### config.mk
export PLATFORM = sky130hd
export DESIGN_NAME = crtc_timing_flat
export DESIGN_NICKNAME = d
export VERILOG_FILES = /design/src/rtl/crtc_pkg.sv /design/src/rtl/crtc_if.sv /design/src/rtl/crtc_regs.sv /design/src/rtl/crtc_timing.sv /design/src/flat_wrapper.sv
export SDC_FILE = /design/constraint.sdc
export NUM_CORES = 1
export LEC_CHECK = 0
export BUFFER_PORTS_ARGS = -buffer_cell sky130_fd_sc_hd__buf_2
export CAP_MARGIN = 20
export CORE_MARGIN = 10
export CORE_UTILIZATION = 50
export DETAILED_ROUTE_END_ITERATION = 12
export GPL_ROUTABILITY_DRIVEN = 0
export HOLD_SLACK_MARGIN = 0.06
export PLACE_DENSITY = 0.69
export RECOVER_POWER = 50
export SETUP_SLACK_MARGIN = 0.15
export SLEW_MARGIN = 20
export SYNTH_ARGS = -nofsm -noshare
export SYNTH_HDL_FRONTEND = slang
export SYNTH_HIERARCHICAL = 1
export SYNTH_SLANG_ARGS = --single-unit
### constraint.sdc
create_clock -name CCLK -period 4.2 [get_ports CCLK]
set_input_delay 0.21 -clock CCLK [delete_from_list [all_inputs] [get_ports CCLK]]
set_output_delay 0.21 -clock CCLK [all_outputs]
set_load 0.05 [all_outputs]
### src/rtl/crtc_pkg.sv
// crtc_pkg: register indices, reset values and field bundle for the
// 6845-compatible CRTC timing generator.
package crtc_pkg;

    localparam int HCC_W = 8;
    localparam int RC_W  = 5;
    localparam int VCC_W = 7;
    localparam int MA_W  = 14;

    localparam logic [4:0] R0_IDX  = 5'd0;
    localparam logic [4:0] R1_IDX  = 5'd1;
    localparam logic [4:0] R2_IDX  = 5'd2;
    localparam logic [4:0] R3_IDX  = 5'd3;
    localparam logic [4:0] R4_IDX  = 5'd4;
    localparam logic [4:0] R5_IDX  = 5'd5;
    localparam logic [4:0] R6_IDX  = 5'd6;
    localparam logic [4:0] R7_IDX  = 5'd7;
    localparam logic [4:0] R9_IDX  = 5'd9;
    localparam logic [4:0] R12_IDX = 5'd12;
    localparam logic [4:0] R13_IDX = 5'd13;

    localparam logic [7:0] R0_RST  = 8'd63;
    localparam logic [7:0] R1_RST  = 8'd40;
    localparam logic [7:0] R2_RST  = 8'd46;
    localparam logic [7:0] R3_RST  = 8'h8E;
    localparam logic [6:0] R4_RST  = 7'd38;
    localparam logic [4:0] R5_RST  = 5'd0;
    localparam logic [6:0] R6_RST  = 7'd25;
    localparam logic [6:0] R7_RST  = 7'd30;
    localparam logic [4:0] R9_RST  = 5'd7;
    localparam logic [5:0] R12_RST = 6'h30;
    localparam logic [7:0] R13_RST = 8'h00;

    typedef struct packed {
        logic [HCC_W-1:0] htotal;
        logic [HCC_W-1:0] hdisp;
        logic [HCC_W-1:0] hsyncpos;
        logic [3:0]       hsw;
        logic [3:0]       vsw;
        logic [VCC_W-1:0] vtotal;
        logic [RC_W-1:0]  vadj;
        logic [VCC_W-1:0] vdisp;
        logic [VCC_W-1:0] vsyncpos;
        logic [RC_W-1:0]  maxras;
        logic [MA_W-1:0]  start_addr;
    } crtc_regs_t;

    localparam crtc_regs_t REGS_RST = '{
        htotal:     R0_RST,
        hdisp:      R1_RST,
        hsyncpos:   R2_RST,
        hsw:        R3_RST[3:0],
        vsw:        R3_RST[7:4],
        vtotal:     R4_RST,
        vadj:       R5_RST,
        vdisp:      R6_RST,
        vsyncpos:   R7_RST,
        maxras:     R9_RST,
        start_addr: {R12_RST, R13_RST}
    };

endpackage

### src/rtl/crtc_if.sv
// crtc_if: CPU register port plus the sync/display outputs consumed
// by the gate array.
interface crtc_if;
    logic        REG_SEL;
    logic        REG_WR;
    logic [7:0]  DATA;
    logic        HSYNC;
    logic        VSYNC;
    logic        DISPEN;
    logic [13:0] MA;
    logic [4:0]  RA;

    modport master (
        output REG_SEL, REG_WR, DATA,
        input  HSYNC, VSYNC, DISPEN, MA, RA
    );

    modport slave (
        input  REG_SEL, REG_WR, DATA,
        output HSYNC, VSYNC, DISPEN, MA, RA
    );
endinterface

### src/rtl/crtc_regs.sv
// crtc_regs: index latch and timing register file; exposes decoded
// fields to the counter logic.
module crtc_regs
    import crtc_pkg::*;
(
    input  logic       clk,
    input  logic       rst,
    input  logic       sel,
    input  logic       wr,
    input  logic [7:0] data,
    output crtc_regs_t regs
);

    logic [4:0] idx_q, idx_d;
    crtc_regs_t regs_q, regs_d;

    always_comb begin
        idx_d  = idx_q;
        regs_d = regs_q;
        // select beats write when both are strobed together
        if (sel) begin
            idx_d = data[4:0];
        end else if (wr) begin
            case (idx_q)
                R0_IDX:  regs_d.htotal   = data;
                R1_IDX:  regs_d.hdisp    = data;
                R2_IDX:  regs_d.hsyncpos = data;
                R3_IDX:  {regs_d.vsw, regs_d.hsw} = data;
                R4_IDX:  regs_d.vtotal   = data[6:0];
                R5_IDX:  regs_d.vadj     = data[4:0];
                R6_IDX:  regs_d.vdisp    = data[6:0];
                R7_IDX:  regs_d.vsyncpos = data[6:0];
                R9_IDX:  regs_d.maxras   = data[4:0];
                R12_IDX: regs_d.start_addr[13:8] = data[5:0];
                R13_IDX: regs_d.start_addr[7:0]  = data;
                default: ;
            endcase
        end
    end

    always_ff @(posedge clk or posedge rst) begin
        if (rst) begin
            idx_q  <= R0_IDX;
            regs_q <= REGS_RST;
        end else begin
            idx_q  <= idx_d;
            regs_q <= regs_d;
        end
    end

    assign regs = regs_q;

endmodule

### src/rtl/crtc_timing.sv
// crtc_timing: 6845-style horizontal/vertical counters generating
// HSYNC, VSYNC, DISPEN, MA and RA.
module crtc_timing
    import crtc_pkg::*;
(
    input logic   CCLK,
    input logic   RESET,
    crtc_if.slave bus
);

    crtc_regs_t r;

    crtc_regs u_regs (
        .clk  (CCLK),
        .rst  (RESET),
        .sel  (bus.REG_SEL),
        .wr   (bus.REG_WR),
        .data (bus.DATA),
        .regs (r)
    );

    logic [HCC_W-1:0] hcc_q, hcc_d;
    logic [RC_W-1:0]  rc_q, rc_d;
    logic [VCC_W-1:0] vcc_q, vcc_d;
    logic [RC_W-1:0]  adj_q, adj_d;
    logic [3:0]       hswc_q, hswc_d;
    logic [3:0]       vswc_q, vswc_d;
    logic [MA_W-1:0]  row_q, row_d;
    logic             in_adj_q, in_adj_d;
    logic             hs_q, hs_d;
    logic             vs_q, vs_d;
    logic             line_end;
    logic             frame_end;
    logic [4:0]       vs_len;

    always_comb begin
        hcc_d     = hcc_q + 8'd1;
        rc_d      = rc_q;
        vcc_d     = vcc_q;
        adj_d     = adj_q;
        hswc_d    = hswc_q;
        vswc_d    = vswc_q;
        row_d     = row_q;
        in_adj_d  = in_adj_q;
        hs_d      = hs_q;
        vs_d      = vs_q;
        frame_end = 1'b0;
        line_end  = (hcc_q == r.htotal);
        vs_len    = (r.vsw == 4'd0) ? 5'd16 : {1'b0, r.vsw};

        if (line_end) begin
            hcc_d = '0;
            if (in_adj_q) begin
                if (adj_q == r.vadj - 5'd1) begin
                    frame_end = 1'b1;
                end else begin
                    adj_d = adj_q + 5'd1;
                    rc_d  = rc_q + 5'd1;
                end
            end else if (rc_q == r.maxras) begin
                rc_d  = '0;
                row_d = row_q + {6'd0, r.hdisp};
                if (vcc_q == r.vtotal) begin
                    if (r.vadj == 5'd0) begin
                        frame_end = 1'b1;
                    end else begin
                        in_adj_d = 1'b1;
                        adj_d    = '0;
                    end
                end else begin
                    vcc_d = vcc_q + 7'd1;
                end
            end else begin
                rc_d = rc_q + 5'd1;
            end
        end

        if (frame_end) begin
            vcc_d    = '0;
            rc_d     = '0;
            in_adj_d = 1'b0;
            row_d    = r.start_addr;
        end

        if (hs_q) begin
            if (hswc_q == r.hsw) hs_d = 1'b0;
            else hswc_d = hswc_q + 4'd1;
        end else if (hcc_q == r.hsyncpos && r.hsw != 4'd0) begin
            hs_d   = 1'b1;
            hswc_d = 4'd1;
        end

        // trigger looks at the post-line-end counters: row R7, raster 0
        if (line_end) begin
            if (vs_q) begin
                if ({1'b0, vswc_q} + 5'd1 == vs_len) vs_d = 1'b0;
                else vswc_d = vswc_q + 4'd1;
            end else if (vcc_d == r.vsyncpos && rc_d == 5'd0 && !in_adj_d) begin
                vs_d   = 1'b1;
                vswc_d = 4'd0;
            end
        end
    end

    always_ff @(posedge CCLK or posedge RESET) begin
        if (RESET) begin
            hcc_q    <= '0;
            rc_q     <= '0;
            vcc_q    <= '0;
            adj_q    <= '0;
            hswc_q   <= '0;
            vswc_q   <= '0;
            row_q    <= '0;
            in_adj_q <= 1'b0;
            hs_q     <= 1'b0;
            vs_q     <= 1'b0;
        end else begin
            hcc_q    <= hcc_d;
            rc_q     <= rc_d;
            vcc_q    <= vcc_d;
            adj_q    <= adj_d;
            hswc_q   <= hswc_d;
            vswc_q   <= vswc_d;
            row_q    <= row_d;
            in_adj_q <= in_adj_d;
            hs_q     <= hs_d;
            vs_q     <= vs_d;
        end
    end

    assign bus.HSYNC  = hs_q;
    assign bus.VSYNC  = vs_q;
    assign bus.DISPEN = (hcc_q < r.hdisp) & (vcc_q < r.vdisp) & ~in_adj_q;
    assign bus.MA     = row_q + {6'd0, hcc_q};
    assign bus.RA     = rc_q;

endmodule

### src/flat_wrapper.sv
// flat-port wrapper written by rule: the top's interface ports become plain ports
module crtc_timing_flat import crtc_pkg::*;
  (CCLK, RESET, bus_REG_SEL, bus_REG_WR, bus_DATA, bus_HSYNC, bus_VSYNC, bus_DISPEN, bus_MA, bus_RA);
  crtc_if bus_i ();
  input logic CCLK;
  input logic RESET;
  input wire logic [$bits(bus_i.REG_SEL)-1:0] bus_REG_SEL;
  input wire logic [$bits(bus_i.REG_WR)-1:0] bus_REG_WR;
  input wire logic [$bits(bus_i.DATA)-1:0] bus_DATA;
  output wire logic [$bits(bus_i.HSYNC)-1:0] bus_HSYNC;
  output wire logic [$bits(bus_i.VSYNC)-1:0] bus_VSYNC;
  output wire logic [$bits(bus_i.DISPEN)-1:0] bus_DISPEN;
  output wire logic [$bits(bus_i.MA)-1:0] bus_MA;
  output wire logic [$bits(bus_i.RA)-1:0] bus_RA;
  assign bus_i.REG_SEL = bus_REG_SEL;
  assign bus_i.REG_WR = bus_REG_WR;
  assign bus_i.DATA = bus_DATA;
  assign bus_HSYNC = bus_i.HSYNC;
  assign bus_VSYNC = bus_i.VSYNC;
  assign bus_DISPEN = bus_i.DISPEN;
  assign bus_MA = bus_i.MA;
  assign bus_RA = bus_i.RA;
  crtc_timing u_core (.CCLK(CCLK), .RESET(RESET), .bus(bus_i));
endmodule
==> results of run 1 <==
[cell usage in the layout, fill, tap and decap left out, drive strengths merged, types with 9 or more instances in the layout]
cell | Yosys | layout
ha | 36 | 36
nor3 | 12 | 12
inv | 35 | 33
xor2 | 39 | 39
nor2 | 49 | 49
xnor2 | 37 | 37
nand2 | 52 | 52
clkbuf | 23 | 39
nand3 | 21 | 21
mux2 | 83 | 83
dfrtp | 101 | 101
a21o | 9 | 9
a21oi | 24 | 24
nand2b | 11 | 11
buf | 10 | 28
dfstp | 31 | 31
o21ai | 37 | 37
[power groups by stage]
| stage | registers (mW) | logic [mW] | clock network (mW) |
|---|---|---|---|
| after global routing | 2.08 | 2.43 | 1.58 |
| after floorplan | 1.97 | 1.79 | 0 |
| after global placement | 2.01 | 2.18 | 0 |
| after detailed placement | 2.03 | 2.23 | 0 |
| after CTS | 2.01 | 2.25 | 1.53 |
| final | 2.02 | 2.23 | 1.50 |
[routing by layer]
metal	vias to the layer above	wire, µm	track usage (%)
met5	-	0	0
met1	2760	8190	24.0
met3	31	961	4.26
li1	2557	-	-
met2	165	8610	29.5
met4	0	437	7.42
[logic make-up after synthesis]
family                   Yosys count  synth area share, %
AO/OA/AOI/OAI                    116                 10.0
AND/OR/NAND/NOR                  201                 14.3
buffers and inverters             68                 3.74
XOR/XNOR                          76                 8.78
flip-flops                       132                 43.6
adder cells (fa/ha/maj)           38                 6.40
multiplexers                      88                 13.2
[worst reg2reg max path, delay by kind of cell, from the launching register on]
family | cells | cell delay, ps
xor gates and xnor gates | 1 | 200
DFF | 1 | 460
AOI/OAI and AO/OA | 2 | 550
and+or+nand+nor | 5 | 1800
muxes | 1 | 400
[how the worst max path moves through the flow]
stage	from	end	slack [ps]
finish	u_core/bus.RA[2]$_DFF_PP0_	u_core/vswc_q[3]$_DFFE_PP0P_	660
CTS	u_core/bus.RA[2]$_DFF_PP0_	u_core/vswc_q[3]$_DFFE_PP0P_	650
floorplan	u_core/bus.RA[3]$_DFF_PP0_	u_core/vswc_q[3]$_DFFE_PP0P_	990
detailed placement	u_core/bus.RA[2]$_DFF_PP0_	u_core/vswc_q[3]$_DFFE_PP0P_	680
global placement	u_core/bus.RA[2]$_DFF_PP0_	u_core/vswc_q[3]$_DFFE_PP0P_	870
global route	RESET	u_core/row_q[6]$_DFFE_PP0P_	310
[what timing repair did]
action                                 4_1_cts  5_1_grt
buffers inserted                             0        0
hold buffers                                 1        0
endpoints found under the hold margin       74        0
[final cells by class]
type,count,share of cell area (%)
Timing Repair Buffer,39,2.30
Inverter,35,1.55
Multi-Input combinational cell,519,47.3
Clock buffer,29,6.21
Sequential cell,132,39.1
Clock inverter,3,0.762
Tap cell,188,2.75
[flip-flops by register name (all words and copies together) (netlist names)]
register / flops
u_core/adj_q: 5
u_core/vswc_q: 4
u_core/bus.RA: 5
u_core/bus.HSYNC: 1
u_core/row_q: 14
u_core/u_regs/idx_q: 5
u_core/hswc_q: 4
u_core/hcc_q: 8
u_core/u_regs/regs: 77
u_core/vcc_q: 7
u_core/in_adj_q: 1
u_core/bus.VSYNC: 1
==> results.tsv, run 1 <==
stage	metric	value	unit
run	Max Cap Viol	2	
critical_path	CP peak stage delay	690	ps
power	Power Internal	3.47	mW
cts	Clock Path Buffers	2	
place	IO Port Bufs	33	
power	Power Dens Cells	673	mW/mm²
critical_path	Worst path slowest cell	nor3_1	
critical_path	family with the most delay on the worst path	simple AND/OR/NAND/NOR gates	
route	Iter 0 DRT Violations	379	
route	total iterations of the first detailed-routing run	5	
final_layout	Post-Layout Inst Area	0.00854	mm²
yosys	Post-synth EDFFs	0	
worst_hold_path	min-delay src	bus_DATA[7]	
sta	worst slew pin tran	3070	ps
route	DR DRC count	0	
power	VDD IR max	0.446	mV
sta	final setup violation count	0	
power	Reg power frac	35.2	%
critical_path	launch point of the worst reg-to-reg path	u_core/bus.RA[2]$_DFF_PP0_	
yosys	Netlist Area Pre-Place	0.00766	mm²
floorplan	Die Area	0.0207	mm²
place	Placed Area	0.00795	mm²
yosys	Distinct cells, synth	71	
power	Comb pwr share	38.8	%
critical_path	critical path startpoint category	flop	
sta	Setup TNS	0	ps
critical_path	R2R Setup Slk	660	ps
yosys	cell taking the most area after synthesis	dfrtp_1	
global_routing	gr usage total	18.6	%
yosys	cell count after synthesis	719	
final_layout	fin nets	794	
yosys	most common cell in the netlist	dfrtp_1	
power	Clock power frac	26.0	%
sta	PnR worst setup slack	655	ps
sta	clock skew	7.01	ps
cts	Clock transition at path regs	60	ps
cts	PostCTS Resize Cnt	0	
final_layout	Inserted Diodes	0	
cts	clk_lat worst skew	420	ps
yosys	post-synthesis area per instance	10.7	µm²
yosys	top cells by count, synth	dfrtp_1, mux2_2, nand2_1, nor2_1, xor2_1	
yosys	Seq/Total Area, Yosys	43.6	%
place	DP Wirelength	12700	µm
outcome	violated checks	max-capacitance violations, max-slew violations	
final_layout	Area growth syn-to-layout	11.4	%
sta	Slew headroom	-105	%
yosys	Yosys Warn Count	6	
route	Avg WL per Cell	19.3	µm
critical_path	crit path cell chain	xor2_1 -> nor3_2 -> nand3_2 -> nor3_1 -> mux2_2 -> a221oi_1 -> and4_1 -> nand4_2 -> a32o_1	
sta	clock period minus worst slack	3540	ps
cts	Root Driver	clkbuf_16	
final_layout	area of the multi-input gates	0.00404	mm²
place	DP Cell Count	912	
final_layout	final cell count without fillers	945	
global_routing	vias in the first global route	5578	
final_layout	ratio of cells with drive above 1 in the final layout	24.8	%
critical_path	crit path DAT	3850	ps
sta	Final Hold Fails	0	
yosys	Top FF cell, synth	dfrtp_1	
global_routing	first-pass GRT wire length	29700	µm
global_routing	grt total ovfl	0	
floorplan	row count	45	
power	NetSw	2.28	mW
floorplan	DIE HEIGHT	144	µm
critical_path	R2R depth	9	
power	total power	5.75	mW
outcome	status	finished, violations left	
route	vias after detailed routing	5513	
critical_path	CP Depth	9	
final_layout	post-layout util	56.6	%
final_layout	Fillers	1272	
yosys	Synth Register Bits	132	
worst_hold_path	Hold Crit Endpoint	u_core/u_regs/regs[7]$_DFFE_PP0P_	
worst_hold_path	hold path cells	2	
critical_path	R2R Path End	u_core/vswc_q[3]$_DFFE_PP0P_	
route	via/cell ratio	5.83	
global_routing	largest net degree at the start of global routing	51	
floorplan	Initial Utilization	50.8	%
floorplan	# IOs	34	
power	Sw Share	39.7	%
critical_path	CP Max Fanout	18	
yosys	FFs w/ async S/R, synth	100	%
power	Pleak	3.87	nW
final_layout	storage element area	0.00334	mm²
yosys	Synth top area share	33.0	%
place	pre-CTS WS	678	ps
sta	max-slew violations	94	
critical_path	WS Path Type	reg -> reg	
critical_path	required time of the critical path	4510	ps
sta	unrepaired setup endpoints after global routing	false	
cts	H-tree depth	4	
cts	CTS tree	done	
critical_path	Crit. End Element	flop	
critical_path	Buf+Inv Stages, Crit Path	0	
cts	Num Clock Sinks	132	
cts	TritonCTS buffer count	17	
floorplan	Die X	144	µm
sta	Max Fclk	282	MHz
route	Final ANT Viol Nets	0	
route	routed wire length	18200	µm
sta	WHS	135	ps
worst_hold_path	Hold Path Class	in -> reg	
yosys	largest cells by area after synthesis	dfrtp_1, mux2_2, dfstp_2	
floorplan	core area	0.0151	mm²
global_routing	antenna violations before repair	0	
sta	Period Utilization, post-route	84.4	%
yosys	Synthesized Nets	769	
(Power assumes the default switching activity.)
==> run 2: changes to the inputs <==
==> constraint.sdc (replaced) <==
create_clock -name CCLK -period 3.6 [get_ports CCLK]
set_input_delay 0.18 -clock CCLK [delete_from_list [all_inputs] [get_ports CCLK]]
set_output_delay 0.18 -clock CCLK [all_outputs]
set_load 0.05 [all_outputs]
==> run 2 against run 1 <==
Compared with the run above: the run still ends with max-capacitance violations, max-slew violations left; sequential power up 17%; wire length up 2.6%; hold slack worse by 12 ps; critical path depth up 2; fmax up 7.9%; utilization up 0.70 points; non-clock buffer count up 7; largest power group unchanged; register-to-register slack worse by 340 ps; first-iteration DRC count up 19%; count of clock-buffer cells in the layout down 5.
==> results.tsv, run 2 (same netlist as run 1, synthesis figures left out) <==
stage	metric	value	unit
sta	Setup TNS	0	ps
critical_path	crit path cell chain	inv_1 -> ha_1 -> or4b_2 -> nor4_1 -> nand4_1 -> a21oi_2 -> a21o_1 -> a21oi_1 -> a2111oi_4 -> nand4_2 -> a32o_1	
outcome	violated checks	max-capacitance violations, max-slew violations	
cts	Root Driver	clkbuf_16	
route	Iter 0 DRT Violations	450	
critical_path	WS Path Type	reg -> reg	
cts	Clock Path Buffers	2	
critical_path	CP endpoint	u_core/vswc_q[3]$_DFFE_PP0P_	
sta	worst slew pin tran	2000	ps
final_layout	Fillers	1274	
floorplan	row count	45	
critical_path	R2R depth	11	
final_layout	number of flip-flops in the largest register	77	
critical_path	CP Depth	11	
final_layout	Area growth syn-to-layout	12.8	%
final_layout	commonest non-fill, non-tap cell in the layout	dfrtp_1	
cts	Setup Fix Bufs, Post-CTS	0	
power	Sw Share	39.4	%
global_routing	vias in the first global route	5763	
floorplan	core area	0.0151	mm²
critical_path	family with the most delay on the worst path	simple AND/OR/NAND/NOR gates	
outcome	status	finished, violations left	
route	vias after detailed routing	5581	
global_routing	antenna violations before repair	0	
sta	final setup violation count	0	
worst_hold_path	Hold Path Class	in -> reg	
floorplan	Die Area	0.0207	mm²
power	NetSw	2.70	mW
cts	clk_lat worst skew	420	ps
critical_path	required time of the critical path	3900	ps
global_routing	first-pass GRT wire length	30500	µm
power	Power Dens Cells	791	mW/mm²
cts	Clock transition at path regs	60	ps
route	DR DRC count	0	
critical_path	R2R Setup Slk	320	ps
run	Max Cap Viol	1	
sta	clock skew	5.12	ps
place	IO Port Bufs	33	
power	Power Internal	4.14	mW
final_layout	Post-Layout Inst Area	0.00865	mm²
critical_path	critical path startpoint category	flop	
floorplan	Initial Utilization	50.8	%
critical_path	Buf+Inv Stages, Crit Path	1	
cts	H-tree depth	4	
cts	CTS tree	done	
route	via/cell ratio	5.86	
floorplan	# IOs	34	
floorplan	DIE HEIGHT	144	µm
route	total iterations of the first detailed-routing run	5	
global_routing	largest net degree at the start of global routing	56	
floorplan	Die X	144	µm
critical_path	CP Max Fanout	5	
power	Comb pwr share	38.9	%
sta	Period Utilization, post-route	91.2	%
sta	unrepaired setup endpoints after global routing	false	
final_layout	most frequent cells in the layout	dfrtp_1, mux2_2, nand2_1	
critical_path	CP peak stage delay	640	ps
global_routing	gr usage total	19.0	%
power	Reg power frac	34.5	%
place	Placed Area	0.00800	mm²
critical_path	launch point of the worst reg-to-reg path	u_core/u_regs/regs[33]$_DFFE_PP0P_	
sta	clock period minus worst slack	3280	ps
place	DP Wirelength	13100	µm
critical_path	Worst path slowest cell	or4b_2	
critical_path	Crit. End Element	flop	
critical_path	Worst Setup SP	u_core/u_regs/regs[33]$_DFFE_PP0P_	
global_routing	grt total ovfl	0	
critical_path	crit path DAT	3590	ps
route	Avg WL per Cell	19.6	µm
sta	max-slew violations	37	
cts	TritonCTS buffer count	17	
power	VDD IR max	0.458	mV
final_layout	ratio of cells with drive above 1 in the final layout	26.7	%
critical_path	R2R Path End	u_core/vswc_q[3]$_DFFE_PP0P_	
final_layout	fin nets	801	
cts	Num Clock Sinks	132	
sta	Max Fclk	305	MHz
power	Pleak	3.92	nW
route	Final ANT Viol Nets	0	
sta	Slew headroom	-33.5	%
sta	Final Hold Fails	0	
power	Clock power frac	26.6	%
final_layout	Inserted Diodes	0	
route	routed wire length	18700	µm
run 2: repair_timing:
item                       4_1_cts  5_1_grt
hold buffers                     1        0
setup endpoints to repair        2       10
hold endpoints to repair        62        0
gates resized for setup          1        8
run 2: worst min-delay path by stage:
| stage | startpoint | endpoint | slack, ps | cells past startpoint |
|---|---|---|---|---|
| final | bus_DATA[7] | u_core/u_regs/regs[48]$_DFFE_PP1P_ | 120 | 2 |
| after global placement | RESET | u_core/vswc_q[2]$_DFFE_PP0P_ | 350 | 2 |
| after floorplan | bus_DATA[5] | u_core/u_regs/regs[43]$_DFFE_PP1P_ | 330 | 1 |
| after CTS | bus_DATA[7] | u_core/u_regs/regs[48]$_DFFE_PP1P_ | 100 | 2 |
| after global routing | bus_DATA[7] | u_core/u_regs/regs[76]$_DFFE_PP0P_ | 110 | 2 |
| after detailed placement | RESET | u_core/hcc_q[5]$_DFF_PP0_ | 350 | 2 |
run 2: worst register-to-register path, cell delays in order (launching register included):
cell	delay, ps
dfrtp_1	420
inv_1	70
ha_1	190
or4b_2	640
nor4_1	230
nand4_1	250
a21oi_2	290
a21o_1	160
a21oi_1	60
a2111oi_4	240
nand4_2	280
a32o_1	340
run 2: power groups by stage:
stage / sequential (mW) / combinational, mW / clock [mW]
after floorplan: 2.30 / 2.09 / 0
after global placement: 2.34 / 2.57 / 0
after detailed placement: 2.37 / 2.65 / 0
after CTS: 2.35 / 2.67 / 1.86
after global routing: 2.42 / 2.91 / 1.92
final: 2.36 / 2.66 / 1.82
run 2: final cells by class:
cell class / instances / area (µm²) / area share, %
Timing Repair Buffer: 46 / 254 / 2.94
Clock inverter: 8 / 120 / 1.39
Inverter: 35 / 133 / 1.53
Tap cell: 188 / 235 / 2.72
Sequential cell: 132 / 3340 / 38.7
Multi-Input combinational cell: 519 / 4050 / 46.8
Clock buffer: 24 / 512 / 5.92
run 2: metal layers:
layer / GRT usage (%) / part of all wire, %
met4: 8.06 / 2.6
met3: 3.76 / 4.2
met5: 0 / 0
met1: 24.4 / 45
met2: 30.6 / 48
run 2: metrics by stage:
| step | power (mW) | worst slack (ps) | cells | hold slack, ps | util (%) |
|---|---|---|---|---|---|
| 3_5_place_dp | 5.01 | 318 | 918 | 351 | 53.0 |
| 4_1_cts | 6.88 | 190 | 951 | 97.4 | 57.3 |
| 5_1_grt | 7.26 | 145 | 952 | 114 | 57.3 |
| 6_report | 6.84 | 316 | 952 | 123 | 57.3 |
| 2_1_floorplan | 4.39 | 390 | 719 | 328 | - |
| 3_3_place_gp | 4.91 | 576 | 918 | 351 | 53.0 |
==> run 3: changes to the inputs <==
--- a/config.mk
+++ b/config.mk
@@ -7,12 +7,14 @@
 export LEC_CHECK = 0
 export BUFFER_PORTS_ARGS = -buffer_cell sky130_fd_sc_hd__buf_2
 export CAP_MARGIN = 20
+export CELL_PAD_IN_SITES_DETAIL_PLACEMENT = 0
+export CELL_PAD_IN_SITES_GLOBAL_PLACEMENT = 2
 export CORE_MARGIN = 10
-export CORE_UTILIZATION = 50
+export CORE_UTILIZATION = 42
 export DETAILED_ROUTE_END_ITERATION = 12
 export GPL_ROUTABILITY_DRIVEN = 0
 export HOLD_SLACK_MARGIN = 0.06
-export PLACE_DENSITY = 0.69
+export PLACE_DENSITY = 0.83
 export RECOVER_POWER = 50
 export SETUP_SLACK_MARGIN = 0.15
 export SLEW_MARGIN = 20
==> run 3 against run 2 <==
Compared with the run above: the run still ends with max-capacitance violations, max-slew violations left; worst setup slack gained 57 ps; first-iteration DRC count shrank 40%; fmax grew 1.8%; count of clock-buffer cells in the layout shrank 4; wire length grew 0.87%; global-route usage shrank 2.7 points; critical path depth grew 2; combinational power is essentially flat; utilization shrank 9.2 points; via count shrank 3.4%; clock skew grew 3.2 ps; largest cell class unchanged.
==> results.tsv, run 3 (same netlist as run 1, synthesis figures left out) <==
stage	metric	value	unit
place	IO Port Bufs	33	
sta	Period Utilization, post-route	89.6	%
floorplan	Die Area	0.0241	mm²
floorplan	Initial Utilization	42.7	%
route	Final ANT Viol Nets	0	
cts	Clock Path Buffers	2	
cts	TritonCTS buffer count	17	
cts	Root Driver	clkbuf_16	
critical_path	WS Path Type	reg -> out	
critical_path	critical path startpoint category	flop	
outcome	violated checks	max-capacitance violations, max-slew violations	
route	total iterations of the first detailed-routing run	5	
sta	max-slew violations	30	
global_routing	first-pass GRT wire length	31100	µm
power	Reg power frac	35.0	%
sta	worst slew pin tran	1850	ps
route	Avg WL per Cell	19.0	µm
final_layout	Area growth syn-to-layout	12.7	%
floorplan	Die X	155	µm
sta	Final Hold Fails	0	
cts	Setup Fix Bufs, Post-CTS	0	
critical_path	required time of the critical path	3420	ps
cts	CTS tree	done	
cts	H-tree depth	4	
cts	Num Clock Sinks	132	
sta	clock skew	8.36	ps
critical_path	Crit. End Element	output port	
global_routing	gr usage total	16.3	%
cts	Clock transition at path regs	60	ps
floorplan	core area	0.0180	mm²
route	routed wire length	18800	µm
floorplan	row count	49	
outcome	status	finished, violations left	
sta	unrepaired setup endpoints after global routing	true	
floorplan	DIE HEIGHT	155	µm
power	Power Dens Cells	775	mW/mm²
power	Clock power frac	25.4	%
power	Comb pwr share	39.6	%
route	via/cell ratio	5.45	
global_routing	largest net degree at the start of global routing	53	
sta	clock period minus worst slack	3230	ps
final_layout	Inserted Diodes	0	
worst_hold_path	Hold Path Class	in -> reg	
route	Iter 0 DRT Violations	271	
run	Max Cap Viol	1	
power	Pleak	3.88	nW
critical_path	R2R depth	11	
final_layout	ratio of cells with drive above 1 in the final layout	26.5	%
power	Power Internal	3.98	mW
global_routing	antenna violations before repair	0	
global_routing	vias in the first global route	5722	
sta	PnR worst setup slack	373	ps
sta	Setup TNS	0	ps
final_layout	commonest non-fill, non-tap cell in the layout	dfrtp_1	
floorplan	# IOs	34	
route	DR DRC count	0	
power	NetSw	2.72	mW
power	Sw Share	40.6	%
sta	Max Fclk	310	MHz
final_layout	number of flip-flops in the largest register	77	
critical_path	CP Max Fanout	9	
global_routing	grt total ovfl	0	
place	pre-CTS WS	404	ps
place	DP Wirelength	13200	µm
power	total power	6.70	mW
final_layout	most frequent cells in the layout	dfrtp_1, mux2_2, nand2_1	
critical_path	crit path DAT	3050	ps
cts	clk_lat worst skew	430	ps
sta	Slew headroom	-23.4	%
worst_hold_path	hold path cells	2	
final_layout	Fillers	1641	
final_layout	fin nets	798	
power	VDD IR max	0.448	mV
route	vias after detailed routing	5392	
sta	final setup violation count	0	
## run 3: power groups by stage
stage / clock, mW / combinational (mW) / sequential [mW]
after floorplan: 0 / 2.09 / 2.30
after global placement: 0 / 2.60 / 2.34
after detailed placement: 0 / 2.65 / 2.36
after CTS: 1.74 / 2.66 / 2.34
after global routing: 1.81 / 2.91 / 2.41
final: 1.70 / 2.65 / 2.34
## run 3: stage by stage
| step | utilization [%] | instances | instance area [µm²] | hold slack [ps] |
|---|---|---|---|---|
| after CTS | 48.0 | 990 | 8630 | 117 |
| after detailed placement | 44.7 | 957 | 8030 | 265 |
| after floorplan | - | 719 | 7660 | 328 |
| final | 48.1 | 990 | 8640 | 133 |
| after global placement | 44.7 | 957 | 8030 | 247 |
| after global routing | 48.1 | 990 | 8640 | 125 |
## run 3: worst paths after layout
kind / start / end / slack (ps)
worst max-delay path: u_core/hcc_q[0]$_DFF_PP0_ / bus_MA[12] / 370
worst min-delay path: bus_DATA[7] / u_core/u_regs/regs[48]$_DFFE_PP1P_ / 130
worst max register to register: u_core/u_regs/regs[33]$_DFFE_PP0P_ / u_core/vswc_q[3]$_DFFE_PP0P_ / 410
worst min register to register: u_core/hswc_q[3]$_DFFE_PP0P_ / u_core/hswc_q[3]$_DFFE_PP0P_ / 500
max in group asynchronous: RESET / u_core/adj_q[4]$_DFFE_PP0P_ / 780
min in group asynchronous: RESET / u_core/hswc_q[2]$_DFFE_PP0P_ / 560
## run 3: repair_timing
item                                    in CTS  in global routing
hold buffers                                 1                  0
endpoints found under the hold margin       42                  0
resized for setup                            2                 10
endpoints found under the setup margin       4                  7
pin swaps                                    0                  0
## run 3: critical path, cell delays in order (launching register included)
cell,delay [ps]
dfrtp_2,480
ha_1,210
inv_1,60
fa_1,390
nor2b_1,130
o21ai_0,120
a21boi_1,240
o21a_1,170
o21ai_0,80
nand2b_1,100
a21oi_2,90
nor2_1,130
xnor2_1,120
buf_2,280
## run 3: per-layer routing
| layer | global-route usage (%) | up-vias | share of wire, % |
|---|---|---|---|
| li1 | - | 2582 | - |
| met1 | 21.9 | 2686 | 50 |
| met2 | 25.4 | 104 | 46 |
| met3 | 3.86 | 20 | 3.2 |
| met4 | 5.22 | 0 | 1.2 |
| met5 | 0 | - | 0 |
## run 3: area by class of cell
| type | count | area, µm² | share of cell area [%] |
|---|---|---|---|
| multi-input cells | 519 | 4060 | 47.0 |
| flip-flops and latches | 132 | 3340 | 38.7 |
| clock buffers | 20 | 447 | 5.17 |
| well taps | 229 | 287 | 3.32 |
| repair buffers | 43 | 238 | 2.75 |
| clock inverters | 12 | 133 | 1.53 |
| inverters | 35 | 133 | 1.53 |
